--- src/rtl/varredura_display_pkg.sv ---
// varredura_display_pkg
// Shared definitions for the three-digit seven-segment scanner:
//   - segment encodings (internal active-high, bit0=a .. bit6=g)
//   - digit index encodings used by the scan sequence
//   - width helper for the prescaler counter
package varredura_display_pkg;

  // Segment patterns, active-high, bit0=a .. bit6=g
  localparam logic [6:0] SEG_0       = 7'h3F;
  localparam logic [6:0] SEG_1       = 7'h06;
  localparam logic [6:0] SEG_2       = 7'h5B;
  localparam logic [6:0] SEG_3       = 7'h4F;
  localparam logic [6:0] SEG_4       = 7'h66;
  localparam logic [6:0] SEG_5       = 7'h6D;
  localparam logic [6:0] SEG_6       = 7'h7D;
  localparam logic [6:0] SEG_7       = 7'h07;
  localparam logic [6:0] SEG_8       = 7'h7F;
  localparam logic [6:0] SEG_9       = 7'h6F;
  localparam logic [6:0] SEG_TRACO   = 7'h40;  // dash for non-BCD codes 10..15
  localparam logic [6:0] SEG_APAGADO = 7'h00;  // all segments off

  // Anode enables, active-high, bit0=units bit1=tens bit2=hundreds
  localparam logic [2:0] AN_APAGADO  = 3'b000;

  // Scan position; the value 3 is never reached
  typedef enum logic [1:0] {
    DIG_UNIDADES = 2'd0,
    DIG_DEZENAS  = 2'd1,
    DIG_CENTENAS = 2'd2
  } indice_t;

  // Bits needed to hold 0..divisor-1 (at least one bit)
  function automatic int largura_contador(input int divisor);
    if (divisor <= 2) begin
      return 1;
    end else begin
      return $clog2(divisor);
    end
  endfunction

endpackage

--- src/rtl/varredura_display_if.sv ---
// varredura_display_if
// Groups the digit-load bus and the display pins of the scanner.
//   carregar                      : load strobe for the three digits
//   centenas / dezenas / unidades : BCD digits from the converter
//   segmentos                     : segment pins (bit0=a .. bit6=g)
//   anodos                        : digit enables (bit0=units .. bit2=hundreds)
// master = the side that supplies digits and watches the pins,
// slave  = the scanner itself.
interface varredura_display_if;

  logic       carregar;
  logic [3:0] centenas;
  logic [3:0] dezenas;
  logic [3:0] unidades;
  logic [6:0] segmentos;
  logic [2:0] anodos;

  modport master (
    output carregar, centenas, dezenas, unidades,
    input  segmentos, anodos
  );

  modport slave (
    input  carregar, centenas, dezenas, unidades,
    output segmentos, anodos
  );

endinterface

--- src/rtl/varredura_display_decodificador_7seg.sv ---
// decodificador_7seg
// Combinational BCD to seven-segment decoder, internal active-high encoding.
//   bcd       : 4-bit digit; codes 10..15 produce a dash
//   segmentos : segment pattern, bit0=a .. bit6=g
module decodificador_7seg
  import varredura_display_pkg::*;
(
  input  logic [3:0] bcd,
  output logic [6:0] segmentos
);

  // Table lookup; anything outside 0..9 becomes a dash
  always_comb begin
    segmentos = SEG_TRACO;
    case (bcd)
      4'd0:    segmentos = SEG_0;
      4'd1:    segmentos = SEG_1;
      4'd2:    segmentos = SEG_2;
      4'd3:    segmentos = SEG_3;
      4'd4:    segmentos = SEG_4;
      4'd5:    segmentos = SEG_5;
      4'd6:    segmentos = SEG_6;
      4'd7:    segmentos = SEG_7;
      4'd8:    segmentos = SEG_8;
      4'd9:    segmentos = SEG_9;
      default: segmentos = SEG_TRACO;
    endcase
  end

endmodule

--- src/rtl/varredura_display.sv ---
// varredura_display
// Time-multiplexed driver for a three-digit seven-segment display.
// Digits are latched into a shadow register on 'carregar' and scanned
// units -> tens -> hundreds, DIVISOR cycles per slot. The last cycle of
// every slot (the prescaler tick) is registered blank to avoid ghosting.
//
// Parameters:
//   DIVISOR     : clock cycles per digit slot including the blank (>= 2)
//   ATIVO_BAIXO : 1 = pins inverted (active-low hardware), 0 = active-high
// Ports:
//   clock : rising-edge clock
//   reset : synchronous, active-high
//   bus   : varredura_display_if.slave (carregar, digits in; segmentos,
//           anodos out, both registered)
// Build option:
//   VARREDURA_LZB_EN : leading-zero blanking of the hundreds/tens slots
module varredura_display
  import varredura_display_pkg::*;
#(
  parameter int DIVISOR     = 50000,
  parameter bit ATIVO_BAIXO = 1'b1
) (
  input  logic                clock,
  input  logic                reset,
  varredura_display_if.slave  bus
);

  localparam int             CW        = largura_contador(DIVISOR);
  localparam logic [CW-1:0]  CONT_MAX  = CW'(DIVISOR - 1);
  // XOR masks that move the internal active-high encoding onto the pins;
  // they are also the "inactive" pin values.
  localparam logic [6:0]     SEG_MASCARA = ATIVO_BAIXO ? 7'h7F : 7'h00;
  localparam logic [2:0]     AN_MASCARA  = ATIVO_BAIXO ? 3'b111 : 3'b000;

  logic [CW-1:0] contador_r;
  indice_t       indice_r;
  logic [3:0]    sombra_c_r;
  logic [3:0]    sombra_d_r;
  logic [3:0]    sombra_u_r;
  logic [6:0]    seg_r;
  logic [2:0]    an_r;

  logic          tick_s;
  indice_t       indice_prox_s;
  logic [3:0]    digito_s;
  logic [6:0]    seg_dec_s;
  logic [2:0]    an_onehot_s;
  logic          apagar_lzb_s;
  logic [6:0]    seg_prox_s;
  logic [2:0]    an_prox_s;

  assign tick_s = (contador_r == CONT_MAX);

  // Shadow register: captures the converter digits on the load strobe
  always_ff @(posedge clock) begin
    if (reset) begin
      sombra_c_r <= 4'd0;
      sombra_d_r <= 4'd0;
      sombra_u_r <= 4'd0;
    end else if (bus.carregar) begin
      sombra_c_r <= bus.centenas;
      sombra_d_r <= bus.dezenas;
      sombra_u_r <= bus.unidades;
    end else begin
      sombra_c_r <= sombra_c_r;
      sombra_d_r <= sombra_d_r;
      sombra_u_r <= sombra_u_r;
    end
  end

  // Prescaler: free-running 0..DIVISOR-1
  always_ff @(posedge clock) begin
    if (reset) begin
      contador_r <= '0;
    end else if (tick_s) begin
      contador_r <= '0;
    end else begin
      contador_r <= contador_r + CW'(1);
    end
  end

  // Next digit in the scan order
  always_comb begin
    indice_prox_s = DIG_UNIDADES;
    case (indice_r)
      DIG_UNIDADES: indice_prox_s = DIG_DEZENAS;
      DIG_DEZENAS:  indice_prox_s = DIG_CENTENAS;
      DIG_CENTENAS: indice_prox_s = DIG_UNIDADES;
      default:      indice_prox_s = DIG_UNIDADES;
    endcase
  end

  // Digit index register; advances together with the blank cycle
  always_ff @(posedge clock) begin
    if (reset) begin
      indice_r <= DIG_UNIDADES;
    end else if (tick_s) begin
      indice_r <= indice_prox_s;
    end else begin
      indice_r <= indice_r;
    end
  end

  // Select the shadow digit and its anode for the current slot
  always_comb begin
    digito_s    = sombra_u_r;
    an_onehot_s = AN_APAGADO;
    case (indice_r)
      DIG_UNIDADES: begin
        digito_s    = sombra_u_r;
        an_onehot_s = 3'b001;
      end
      DIG_DEZENAS: begin
        digito_s    = sombra_d_r;
        an_onehot_s = 3'b010;
      end
      DIG_CENTENAS: begin
        digito_s    = sombra_c_r;
        an_onehot_s = 3'b100;
      end
      default: begin
        digito_s    = sombra_u_r;
        an_onehot_s = AN_APAGADO;
      end
    endcase
  end

  decodificador_7seg u_decodificador (
    .bcd       (digito_s),
    .segmentos (seg_dec_s)
  );

`ifdef VARREDURA_LZB_EN
  // Leading-zero blanking: a slot goes dark when it and every higher digit are zero
  always_comb begin
    apagar_lzb_s = 1'b0;
    case (indice_r)
      DIG_CENTENAS: apagar_lzb_s = (sombra_c_r == 4'd0);
      DIG_DEZENAS:  apagar_lzb_s = (sombra_c_r == 4'd0) && (sombra_d_r == 4'd0);
      DIG_UNIDADES: apagar_lzb_s = 1'b0;
      default:      apagar_lzb_s = 1'b0;
    endcase
  end
`else
  assign apagar_lzb_s = 1'b0;
`endif

  // Internal active-high pin values for the next edge
  always_comb begin
    seg_prox_s = SEG_APAGADO;
    an_prox_s  = AN_APAGADO;
    if (tick_s || apagar_lzb_s) begin
      seg_prox_s = SEG_APAGADO;
      an_prox_s  = AN_APAGADO;
    end else begin
      seg_prox_s = seg_dec_s;
      an_prox_s  = an_onehot_s;
    end
  end

  // Output registers with pin polarity applied
  always_ff @(posedge clock) begin
    if (reset) begin
      seg_r <= SEG_MASCARA;
      an_r  <= AN_MASCARA;
    end else begin
      seg_r <= seg_prox_s ^ SEG_MASCARA;
      an_r  <= an_prox_s ^ AN_MASCARA;
    end
  end

  assign bus.segmentos = seg_r;
  assign bus.anodos    = an_r;

endmodule

--- src/flat_wrapper.sv ---
// flat-port wrapper written by rule: the top's interface ports become plain ports
module varredura_display_flat import varredura_display_pkg::*;
#(
  parameter int DIVISOR     = 50000,
  parameter bit ATIVO_BAIXO = 1'b1
)
  (clock, reset, bus_carregar, bus_centenas, bus_dezenas, bus_unidades, bus_segmentos, bus_anodos);
  varredura_display_if bus_i ();
  input  logic clock;
  input  logic reset;
  input wire logic [$bits(bus_i.carregar)-1:0] bus_carregar;
  input wire logic [$bits(bus_i.centenas)-1:0] bus_centenas;
  input wire logic [$bits(bus_i.dezenas)-1:0] bus_dezenas;
  input wire logic [$bits(bus_i.unidades)-1:0] bus_unidades;
  output wire logic [$bits(bus_i.segmentos)-1:0] bus_segmentos;
  output wire logic [$bits(bus_i.anodos)-1:0] bus_anodos;
  assign bus_i.carregar = bus_carregar;
  assign bus_i.centenas = bus_centenas;
  assign bus_i.dezenas = bus_dezenas;
  assign bus_i.unidades = bus_unidades;
  assign bus_segmentos = bus_i.segmentos;
  assign bus_anodos = bus_i.anodos;
  varredura_display #(.DIVISOR(DIVISOR), .ATIVO_BAIXO(ATIVO_BAIXO)) u_core (.clock(clock), .reset(reset), .bus(bus_i));
endmodule
--- config.mk ---
export PLATFORM = sky130hd
export DESIGN_NAME = varredura_display_flat
export DESIGN_NICKNAME = d
export VERILOG_FILES = /design/src/rtl/varredura_display_pkg.sv /design/src/rtl/varredura_display_if.sv /design/src/rtl/varredura_display_decodificador_7seg.sv /design/src/rtl/varredura_display.sv /design/src/flat_wrapper.sv
export SDC_FILE = /design/constraint.sdc
export NUM_CORES = 1
export LEC_CHECK = 0
export CORE_MARGIN = 8
export CORE_UTILIZATION = 55
export CTS_CLUSTER_DIAMETER = 200
export DETAILED_ROUTE_END_ITERATION = 6
export PLACE_DENSITY_LB_ADDON = 0.2
export SYNTH_ARGS = -nofsm -noshare
export SYNTH_HDL_FRONTEND = slang
export SYNTH_HIERARCHICAL = 1
export SYNTH_SLANG_ARGS = --single-unit
--- constraint.sdc ---
create_clock -name clock -period 4 [get_ports clock]
set_input_delay 0.6 -clock clock [delete_from_list [all_inputs] [get_ports clock]]
set_output_delay 0.6 -clock clock [all_outputs]
set_load 0.05 [all_outputs]
=== Word-level counts from Yosys, hierarchy flattened ===
Memory sizes are Yosys's and may differ from the RTL's.
Cells that the tools add are included.

* Flip-flop bits (word level): 40
* ROM bits: 112
* Input port bits: 15
* Word-level logic and storage cells: 21
* Memories kept: 1

{| class="wikitable"
|+ Memory list
! memory !! words !! bits a word !! read ports !! clocked after memory_dff !! wr ports !! RTL line !! text
|-
| (name not given) || 16 || 7 || 1 || 0 || 0 || varredura_display_decodificador_7seg.sv:15 || <nowiki>case (bcd)</nowiki>
|}

* Add/sub/neg operators: 1
* Eq/ne operators: 3
* Multiplexer cells: 5
* Bitwise logic cells: 2
* Reduce and logical (&&, ||, !) cells: 2

{| class="wikitable"
|+ Operators with widths
! cell !! count
|-
| adder 16 x 1 -> 16 bit, second input constant || 1
|-
| == test 16 bit, second input constant || 1
|-
| one-hot mux 3 bit (3 select lines) || 1
|-
| one-hot mux 4 bit (2 select lines) || 1
|-
| two-way mux 7 bit || 1
|-
| inverter 7 bit || 1
|-
| one-hot mux 2 bit (2 select lines) || 1
|-
| two-way mux 3 bit || 1
|-
| inverter 3 bit || 1
|-
| == test 2 x 1 -> 1 bit, second input constant || 1
|-
| == test 2 bit, second input constant || 1
|-
| zero test 2 bit || 1
|-
| OR reduction 2 bit || 1
|}

=== Logic depth before layout (Yosys ltp) ===
Gate-level depths: netlist of the first run.
An unclocked memory read counts as a cell.

* Depth after elaboration: 5
* Mapped depth: 10
* Mapped depth without buffers: 9

=== Cells and area by module ===
Netlist of the first run, hierarchy kept.

{| class="wikitable"
|+ Modules (own cells, without submodules)
! module !! instances !! cells an instance !! area an instance (um2)
|-
| varredura_display || 1 || 165 || 1582.8
|-
| decodificador_7seg || 1 || 29 || 227.7
|}

=== Least setup slack after synthesis of the first run ===
Ideal clock, no wire load.

* Kind: register to register
* From: register u_core.indice_r[0]
* To: register u_core.seg_r[0] (netlist: u_core/bus.segmentos[0])
* Library setup time: 0.126 ns
* Arrival time: 2.103 ns
* Data required time: 3.874 ns
* Setup slack: 1.771 ns
* Cell stages (with the launch flop): 11
* Buffers on the path: 1
* Path through: dfxtp_1 inv_1 ha_1 clkbuf_1 nor2_1 a21oi_1 inv_1 ha_1 mux2_2 o22ai_1 nand2_1

* Word-level cells in the longest chain between the ends: 5
* Elaborated cells between the ends (all ways): 6

{| class="wikitable"
|+ Ends and longest elaborated chain
! item !! RTL line !! text
|-
| start, declared || varredura_display.sv:36 || <nowiki>indice_t indice_r;</nowiki>
|-
| start signal, assigned || varredura_display.sv:98 || <nowiki>indice_r <= indice_prox_s;</nowiki>
|-
| start signal, assigned || varredura_display.sv:100 || <nowiki>indice_r <= indice_r;</nowiki>
|-
| == test 2 bit / == test 2 x 1 -> 1 bit (equally long branches) || varredura_display.sv:108 || <nowiki>case (indice_r)</nowiki>
|-
| one-hot mux 4 bit (2 select lines) * || varredura_display.sv:108 ||
|-
| named net u_core.digito_s[1] || varredura_display.sv:45 || <nowiki>logic [3:0] digito_s;</nowiki>
|-
| memory (16 x 7 bit) * || - ||
|-
| named net u_core.seg_dec_s[0] || varredura_display.sv:46 || <nowiki>logic [6:0] seg_dec_s;</nowiki>
|-
| two-way mux 7 bit * || varredura_display.sv:152 || <nowiki>if (tick_s || apagar_lzb_s) begin</nowiki>
|-
| inverter 7 bit (no line) * || - ||
|-
| end signal, assigned || varredura_display.sv:167 || <nowiki>seg_r <= seg_prox_s ^ SEG_MASCARA;</nowiki>
|-
| end, declared || varredura_display.sv:40 || <nowiki>logic [6:0] seg_r;</nowiki>
|}

Mark *: on every way through the listed nets, which the timed path passes. The rest lies on a longest branch.
A chain may end at the register's enable or synchronous reset.

=== Worst setup path in the final report of the first run ===
* From: register u_core.indice_r[0]
* To: register u_core.seg_r[3] (netlist: u_core/bus.segmentos[3])

The elaborated chain is that of the path after synthesis.

==> results.cfg, run 1 <==
[setup_path]
required_ns = 4.22
critPathMaxFanout = 8
worst-setup-path-type = register to register
critical_path.endpoint_type = register
worst_r2r_endpoint = u_core/bus.segmentos[3]$_SDFF_PP1_
cp.arrival_ns = 2.67
r2r_cells = 9
start_kind = register
r2r_slack_ns = 1.54
r2r_start = u_core/indice_r[0]$_SDFFE_PP0N_

[power_and_ir_drop]
seqPwrFrac_pct = 59.3
p_int_uw = 525.9
clock_power_share_pct = 25.9
switchingPower_uw = 189.0
p_per_area_nw_per_um2 = 338.3
p_leak_nw = 0.8346
p_comb_share_pct = 14.8
irDropWorstVdd_v = 0.0002460
swShare_pct = 26.44

[clocking]
cts-root-buf = clkbuf_4
clock-sinks = 40
cts_buffer_depth = 2
cts_buffers = 5
clk_pin_slew_ns = 0.11
cts_resized = 0
ctsHoldBuffers = 0
postCtsSetupBuffers = 0
cts.htree.levels = 2
cts_tree = yes
clk-insertion-delay-late_ns = 0.34

[die]
num_rows = 21
io_pins = 25
die_h_um = 73.38
dieWidth_um = 73.38
start_util_pct = 55.57
dieArea_sq_um = 5384
core_area_sq_um = 3258

[sta]
fin_setup_tns_ns = 0
period_share_pct = 61.46
finalSetupViolCount = 0
rsz0062_at_grt = false
fin_crit_ns = 2.458
slew_headroom_pct = 49.92
final_max_slew_viol_count = 0
worst_pin_slew_ns = 0.7512
max_freq_mhz = 406.8
fin_skew_ns = 0.009329
finalWorstSetupSlack_ns = 1.542
hold_viol = 0

[place]
pre_cts_slack_ns = 1.590
dpl_cell_area_sq_um = 2067
portBuffers = 24
gp_congestion = 0.7845
place_inst = 257
dp_hpwl_um = 2526

[detailed_routing]
drc = 0
viasPerCell = 5.167
wl_um = 3427
drtAntennaViolNets = 0
first_pass_iters = 4
routedWlPerCell_um = 12.98
num_vias = 1364
drt_iter0_markers = 97

[min_path]
hp-start = u_core/contador_r[0]$_SDFF_PP0_
hp-class = register to register
hold-path-cell-count = 1
holdPathEnd = u_core/contador_r[0]$_SDFF_PP0_

[finish]
num-nets-final = 245
fin_area_sq_um = 2113
diodes = 0
final_layout_size_suffix_gt1_share_pct = 6.881
layout-area-overhead-vs-synth_pct = 16.72
layoutNonFillerInstCount = 264

[grt]
overflow = 0
track_usage_pct = 14.14
grt_max_degree = 17
grt_pass1_vias = 1311
antenna_found_initial = 0
grt_pass1_wl_um = 5954

[logic_synthesis]
muxShareOfSynthArea_pct = 8.362
synth_compound_area_share_pct = 8.155
yosys_warnings = 6
yosys.area_share.simple_pct = 21.49
synth_top_family_by_area = simple AND/OR/NAND/NOR gates
ys_ff_latch = 40
yosys.area_share.adder_pct = 8.293
synthXorXnorAreaFrac_pct = 5.321
synth-seq-area-share_pct = 44.23
syn_area_sq_um = 1810
synth.net_count = 221
syn_avg_cell_area_sq_um = 9.332
netlist_instances = 194
ys_types = 38

[job]
cap_violations = 0

[outcome]
status = finished, final reports clean
-- cells by family (layout without fill, tap and decap cells) --
| group | Yosys count | after routing |
|---|---|---|
| adders and majority gates | 12 | 12 |
| DFF | 40 | 40 |
| muxes | 15 | 15 |
| AOI/OAI and AO/OA | 23 | 23 |
| buffers and inverters | 16 | 40 |
| and+or+nand+nor | 77 | 77 |
| xor gates and xnor gates | 11 | 11 |
-- layer usage --
metal  GRT usage (%)  vias up  wire length (um)
li1                -      702                 -
met1           17.00      623              1625
met2           21.95       35              1544
met3           5.730        4               214
met4           5.322        0                43
met5               0        -                 0
-- cells in the final DEF (no fill, tap or decap), types with 2 or more instances in the layout --
cell             instances
nor2b_1                  3
inv_1                    9
nand3_1                  4
nor3_1                   2
nand2_1                 16
dfxtp_1                 40
clkdlybuf4s50_1         24
ha_1                    12
nor4_1                   4
nor2_1                  32
a21oi_1                  7
a21o_1                   2
o21ai_0                  4
a22oi_1                  4
xor2_1                   2
clkbuf_4                 5
o22ai_1                  3
nand4_1                  2
nand2b_1                 2
xnor2_1                  9
mux2i_1                 14
-- Yosys cell counts --
| cell | number | area share (%) |
|---|---|---|
| and4_1 | 1 | 0.48 |
| xor2_1 | 2 | 0.97 |
| buf_1 | 1 | 0.21 |
| mux2_2 | 1 | 0.62 |
| buf_6 | 2 | 1.2 |
| nand2b_1 | 2 | 0.69 |
| a21o_1 | 2 | 0.83 |
| nand3_4 | 1 | 0.97 |
| ha_1 | 12 | 8.3 |
| clkbuf_1 | 4 | 0.83 |
| or2_2 | 1 | 0.35 |
| or3_2 | 1 | 0.41 |
| nor2b_1 | 3 | 1.0 |
| dfxtp_1 | 40 | 44 |
| o31a_1 | 1 | 0.48 |
| or2_4 | 1 | 0.48 |
| and3_2 | 1 | 0.41 |
| and4bb_2 | 1 | 0.69 |
| nor2_1 | 32 | 6.6 |
| a22oi_1 | 4 | 1.7 |
| nand3_1 | 4 | 1.1 |
| nor3_1 | 2 | 0.55 |
| xnor2_1 | 9 | 4.4 |
| o22ai_1 | 3 | 1.0 |
| nand4_1 | 2 | 0.69 |
| inv_1 | 9 | 1.9 |
| and2_1 | 1 | 0.35 |
| o31ai_1 | 1 | 0.41 |
| or4_1 | 1 | 0.41 |
| and4b_1 | 1 | 0.55 |
| a21oi_1 | 7 | 1.9 |
| nand2_1 | 16 | 3.3 |
| o21ai_0 | 4 | 1.1 |
| a22oi_2 | 1 | 0.69 |
| or3_1 | 1 | 0.35 |
| or3_4 | 1 | 0.62 |
| mux2i_1 | 14 | 7.7 |
| nor4_1 | 4 | 1.4 |
-- worst max-delay path, stage by stage (launching register included) --
cell	delay (ns)
dfxtp_1	0.41
inv_1	0.10
ha_1	0.43
nor2_1	0.06
a21oi_1	0.45
inv_1	0.17
ha_1	0.23
mux2_2	0.28
o22ai_1	0.16
nand2_1	0.06
-- stage by stage --
stage,total power [mW],utilization (%),hold WS (ns)
finish,0.7149,64.86,0.4999
global route,0.7532,64.86,0.5293
CTS,0.7207,64.86,0.5039
detailed placement,0.5385,63.44,0.4794
global placement,0.5361,63.44,0.4659
floorplan,0.5030,-,0.4475
-- power by group through the flow --
stage,Combinational (mW),Clock [mW],Sequential [mW]
4_1_cts,0.106,0.191,0.424
3_5_place_dp,0.106,0,0.433
6_report,0.106,0.185,0.424
5_1_grt,0.116,0.211,0.426
2_1_floorplan,0.0462,0,0.457
3_3_place_gp,0.103,0,0.433
-- registers in the layout, indices dropped and copies added, names as in the netlist --
name	count
u_core/sombra_u_r	4
u_core/sombra_c_r	4
u_core/sombra_d_r	4
u_core/indice_r	2
u_core/bus.segmentos	7
u_core/contador_r	16
u_core/bus.anodos	3
-- area by class of cell --
cell class / count / area [sq um]
clock buffer: 6 / 41.29
clock inverter: 1 / 5.005
fill: 294 / 1145
inverter: 9 / 33.78
multi-input combinational: 138 / 934.6
sequential: 40 / 800.8
tap: 46 / 57.56
timing repair buffer: 24 / 240.2
-- worst max-delay path by stage --
stage | from | end | slack, ns | cells after the start
6_report | u_core/indice_r[0]$_SDFFE_PP0N_ | u_core/bus.segmentos[3]$_SDFF_PP1_ | 1.54 | 9
5_1_grt | u_core/indice_r[1]$_SDFFE_PP0N_ | u_core/bus.segmentos[3]$_SDFF_PP1_ | 1.32 | 9
4_1_cts | u_core/indice_r[0]$_SDFFE_PP0N_ | u_core/bus.segmentos[0]$_SDFF_PP1_ | 1.56 | 9
3_5_place_dp | u_core/indice_r[0]$_SDFFE_PP0N_ | u_core/bus.segmentos[0]$_SDFF_PP1_ | 1.59 | 9
3_3_place_gp | u_core/indice_r[1]$_SDFFE_PP0N_ | u_core/bus.segmentos[3]$_SDFF_PP1_ | 1.75 | 9
2_1_floorplan | u_core/indice_r[0]$_SDFFE_PP0N_ | u_core/bus.segmentos[0]$_SDFF_PP1_ | 1.77 | 10
No activity file was read; power rests on OpenSTA's default activity.
==> run 2, diff against run 1 <==
Settings changed: CORE_UTILIZATION 55 to 48.
Clock period 4 ns to 2 ns, I/O delays scaled along.
==> run 2 against run 1 <==
Effect of this change: via count rose by 2.3%; clock-buffer cell count is 2 higher; core utilization decreased by 2.7 points; fmax increased by 33%; clock skew decreased by 0.0052 ns; clock power rose to 2.9 times the previous value; cell area increased by 6.8%; total power is 120% higher; critical path type unchanged.
==> results.cfg, run 2 (synthesis gave the netlist of run 1 again) <==
[grt]
grt_pass1_wl_um = 6127
overflow = 0
antenna_found_initial = 0
grt_pass1_vias = 1479
track_usage_pct = 12.31
grt_max_degree = 16

[clocking]
clk-insertion-delay-late_ns = 0.28
cts-root-buf = clkbuf_8
cts_tree = yes
clock-sinks = 40
ctsHoldBuffers = 0
cts_buffer_depth = 2
cts.htree.levels = 2
clk_pin_slew_ns = 0.07
cts_buffers = 5

[finish]
largest-register = u_core/contador_r
fillers = 333
layoutNonFillerInstCount = 276
final_layout_size_suffix_gt1_share_pct = 14.04
num-nets-final = 254
layout.cells.most_common_list = dfxtp_1 (40), nor2_1 (32), clkdlybuf4s50_1 (24)
largest_reg_flops = 16
layout-area-overhead-vs-synth_pct = 24.67
diodes = 0
final_common_cell = dfxtp_1

[sta]
finalWorstSetupSlack_ns = 0.1514
finalSetupViolCount = 0
fin_crit_ns = 1.849
hold_viol = 0
whs_ns = 0.4843
fin_setup_tns_ns = 0
max_freq_mhz = 540.9
slew_headroom_pct = 65.10
period_share_pct = 92.43
rsz0062_at_grt = false
final_max_slew_viol_count = 0
fin_skew_ns = 0.004116
worst_pin_slew_ns = 0.5219

[place]
dp_hpwl_um = 2797
pre_cts_slack_ns = -0.05821
gp_congestion = 0.8614
portBuffers = 24
place_inst = 268

[power_and_ir_drop]
power_mw = 1.605
irDropWorstVdd_v = 0.0003679
p_per_area_nw_per_um2 = 711.3
p_leak_nw = 0.8973

[die]
die_h_um = 77.42
io_pins = 25
dieArea_sq_um = 5993
core_area_sq_um = 3633
dieWidth_um = 77.42
num_rows = 22
start_util_pct = 49.83

[min_path]
hp-start = u_core/contador_r[0]$_SDFF_PP0_
hp-class = register to register
hold-path-cell-count = 1
holdPathEnd = u_core/contador_r[0]$_SDFF_PP0_

[setup_path]
cp.arrival_ns = 2.02
required_ns = 2.17
r2r_start = u_core/indice_r[0]$_SDFFE_PP0N_
r2r_slack_ns = 0.15
r2r_cells = 9
worst_r2r_endpoint = u_core/bus.segmentos[0]$_SDFF_PP1_
worst-setup-path-type = register to register
critPathMaxFanout = 8
start_kind = register
critical_path.endpoint_type = register

[detailed_routing]
first_pass_iters = 4
drtAntennaViolNets = 0
routedWlPerCell_um = 12.81
viasPerCell = 5.054
drt_iter0_markers = 79
drc = 0
wl_um = 3535
num_vias = 1395

[job]
cap_violations = 0

[outcome]
status = finished, final reports clean
[run 2: per-stage QoR]
stage | cell area [sq um] | utilization, %
6_report | 2257 | 62.12
5_1_grt | 2257 | 62.12
4_1_cts | 2237 | 61.57
3_5_place_dp | 2141 | 58.92
3_3_place_gp | 2141 | 58.92
2_1_floorplan | 1818 | -
[run 2: worst max path at each step]
stage	start	endpoint	slack, ns	cells past startpoint
3_5_place_dp	u_core/indice_r[0]$_SDFFE_PP0N_	u_core/bus.segmentos[5]$_SDFF_PP1_	-0.06	9
4_1_cts	u_core/indice_r[0]$_SDFFE_PP0N_	u_core/bus.segmentos[0]$_SDFF_PP1_	0.04	9
5_1_grt	u_core/indice_r[0]$_SDFFE_PP0N_	u_core/bus.segmentos[0]$_SDFF_PP1_	0.02	9
6_report	u_core/indice_r[0]$_SDFFE_PP0N_	u_core/bus.segmentos[0]$_SDFF_PP1_	0.15	9
3_3_place_gp	u_core/indice_r[0]$_SDFFE_PP0N_	u_core/bus.segmentos[5]$_SDFF_PP1_	0.08	9
2_1_floorplan	u_core/indice_r[0]$_SDFFE_PP0N_	u_core/bus.segmentos[0]$_SDFF_PP1_	0.006	10
[run 2: report_power, final]
part           internal [mW]  leakage, nW  total (mW)  switching (mW)
logic                  0.101        0.524       0.224           0.123
clock network          0.281       0.0455       0.532           0.251
registers              0.830        0.328       0.849          0.0189
total                   1.21        0.897        1.61           0.393
[run 2: final cells by class]
cell class	instances	area (sq um)	area share (%)
Clock buffer	8	90.09	3.991
Inverter	9	33.78	1.497
Multi-Input combinational cell	138	964.7	42.74
Sequential cell	40	800.8	35.48
Tap cell	48	60.06	2.661
Timing Repair Buffer	33	307.8	13.64
[run 2: timing repair]
| action | in CTS | in global routing |
|---|---|---|
| endpoints found under the setup margin | 2 | 4 |
| resized for setup | 2 | 6 |
| setup buffers | 0 | 0 |
[run 2: routing by layer]
layer | global-route usage, % | up-vias | share of wire [%]
li1 | - | 716 | -
met1 | 11.34 | 654 | 41
met2 | 23.76 | 19 | 53
met3 | 4.378 | 6 | 4.2
met4 | 5.094 | 0 | 1.7
met5 | 0 | - | 0
[run 2: worst max-delay path, cell delays in order, from the launching register on]
cell	delay, ns
dfxtp_1	0.40
inv_2	0.09
ha_4	0.31
nor2_1	0.05
a21oi_2	0.12
inv_1	0.09
ha_1	0.18
mux2_2	0.27
o22ai_1	0.16
nand2_1	0.06
==> run 3, diff against run 2 <==
Settings changed: SETUP_SLACK_MARGIN set to 0.5.
==> run 3 against run 2 <==
Effect of this change: setup slack gained 0.030 ns; core utilization grew 9.3 points; combinational power grew 15%; clock-buffer cell count shrank 2; sequential power is essentially flat; total power grew 8.9%; global-route usage grew 2.0 points; clock power grew 21%; sequential share of layout area shrank 3.8 points; critical path depth is the same; register-to-register slack gained 0.03 ns; sequential cell count is the same.
==> results.cfg, run 3 (synthesis gave the netlist of run 1 again) <==
[outcome]
status = finished, final reports clean

[clocking]
cts_buffers = 5
cts_tree = yes
ctsHoldBuffers = 0
cts-root-buf = clkbuf_8
clk-insertion-delay-late_ns = 0.29
clk_pin_slew_ns = 0.08
clock-sinks = 40
cts.htree.levels = 2
cts_buffer_depth = 2

[finish]
largest-register = u_core/contador_r
multi_input_area_sq_um = 1132
fin_util_pct = 71.42
num-nets-final = 268
layout.cells.most_common_list = nor2_1 (30), dfxtp_1 (30), buf_4 (15), nand2_1 (15)
largest_reg_flops = 16
seqCellArea_sq_um = 823.3
diodes = 0
layoutNonFillerInstCount = 290
fillers = 281
layout-area-overhead-vs-synth_pct = 43.33
fin_area_sq_um = 2595
final_layout_size_suffix_gt1_share_pct = 33.06

[sta]
worst_pin_slew_ns = 0.5121
period_share_pct = 90.93
finalWorstSetupSlack_ns = 0.1813
finalSetupViolCount = 0
max_freq_mhz = 549.8
fin_crit_ns = 1.819
final_max_slew_viol_count = 0
rsz0062_at_grt = true
hold_viol = 0
fin_setup_tns_ns = 0
whs_ns = 0.4671
fin_skew_ns = 0.007836
slew_headroom_pct = 66.00

[die]
dieWidth_um = 77.42
num_rows = 22
start_util_pct = 49.83
core_area_sq_um = 3633
dieArea_sq_um = 5993
die_h_um = 77.42
io_pins = 25

[job]
cap_violations = 0

[min_path]
hp-class = register to register

[detailed_routing]
routedWlPerCell_um = 15.18
drtAntennaViolNets = 0
first_pass_iters = 4
num_vias = 1520
drc = 0
wl_um = 4401
drt_iter0_markers = 84
viasPerCell = 5.241

[place]
gp_congestion = 0.8143
place_inst = 266
dp_hpwl_um = 2848
pre_cts_slack_ns = 0.005173
portBuffers = 24
dpl_cell_area_sq_um = 2185

[grt]
antenna_found_initial = 0
grt_max_degree = 13
grt_pass1_wl_um = 7100
grt_pass1_vias = 1545
track_usage_pct = 14.30
overflow = 0

[setup_path]
critical_path.endpoint_type = register
critPathMaxFanout = 6
required_ns = 2.18
worst-setup-path-type = register to register
start_kind = register
cp.arrival_ns = 2.00

[power_and_ir_drop]
power_mw = 1.749
p_per_area_nw_per_um2 = 673.9
p_leak_nw = 1.020
irDropWorstVdd_v = 0.0005499
## run 3: cell count changes in the layout (fill, tap and decap cells not counted), moves of 4 or more
cell	change
clkdlybuf4s50_1	-10
dfxtp_1	-10
dlygate4sd2_1	+10
buf_6	+8
buf_4	+6
dfxtp_2	+6
ha_1	-6
ha_4	+5
dfxtp_4	+4
## run 3: repair_timing
item                                   CTS  global route
resized for setup                       32            26
setup buffers                           10             4
pin swaps                               11             9
setup endpoints to repair               32            28
endpoints found under the hold margin    0             0
cloned                                   1             1
## run 3: area by class of cell
type	count	area share [%]
Clock buffer	6	2.797
Sequential cell	40	31.73
Inverter	9	1.591
Timing Repair Buffer	47	16.59
Multi-Input combinational cell	138	43.64
Clock inverter	2	1.350
Tap cell	48	2.314
## run 3: power breakdown
| group | leakage [nW] | switching (mW) | internal, mW | total (mW) |
|---|---|---|---|---|
| sequential | 0.334 | 0.0225 | 0.826 | 0.849 |
| clock | 0.0552 | 0.272 | 0.370 | 0.642 |
| combinational | 0.630 | 0.141 | 0.117 | 0.258 |
## run 3: final timing paths
path / to / start / slack, ns / depth (start not counted)
setup / recovery: u_core/bus.segmentos[3]$_SDFF_PP1_ / u_core/indice_r[0]$_SDFFE_PP0N_ / 0.18 / 9
hold / removal: u_core/contador_r[0]$_SDFF_PP0_ / u_core/contador_r[0]$_SDFF_PP0_ / 0.47 / 1
setup reg to reg: u_core/bus.segmentos[3]$_SDFF_PP1_ / u_core/indice_r[0]$_SDFFE_PP0N_ / 0.18 / 9
hold reg to reg: u_core/contador_r[0]$_SDFF_PP0_ / u_core/contador_r[0]$_SDFF_PP0_ / 0.47 / 1
## run 3: layer usage
metal / share of wire [%] / track usage [%] / vias to the layer above
met5: 0 / 0 / -
met4: 1.0 / 5.094 / 0
met3: 4.8 / 5.184 / 5
met2: 54 / 26.03 / 47
met1: 40 / 14.70 / 723
li1: - / - / 745
## run 3: critical path, cell delays in order (launching register included)
cell and delay (ns):
dfxtp_4 0.37, inv_4 0.05, ha_4 0.33, nor2_4 0.05, a21oi_4 0.14, inv_2 0.07, ha_2 0.16, mux2_4 0.28
o22ai_1 0.16, nand2_1 0.07
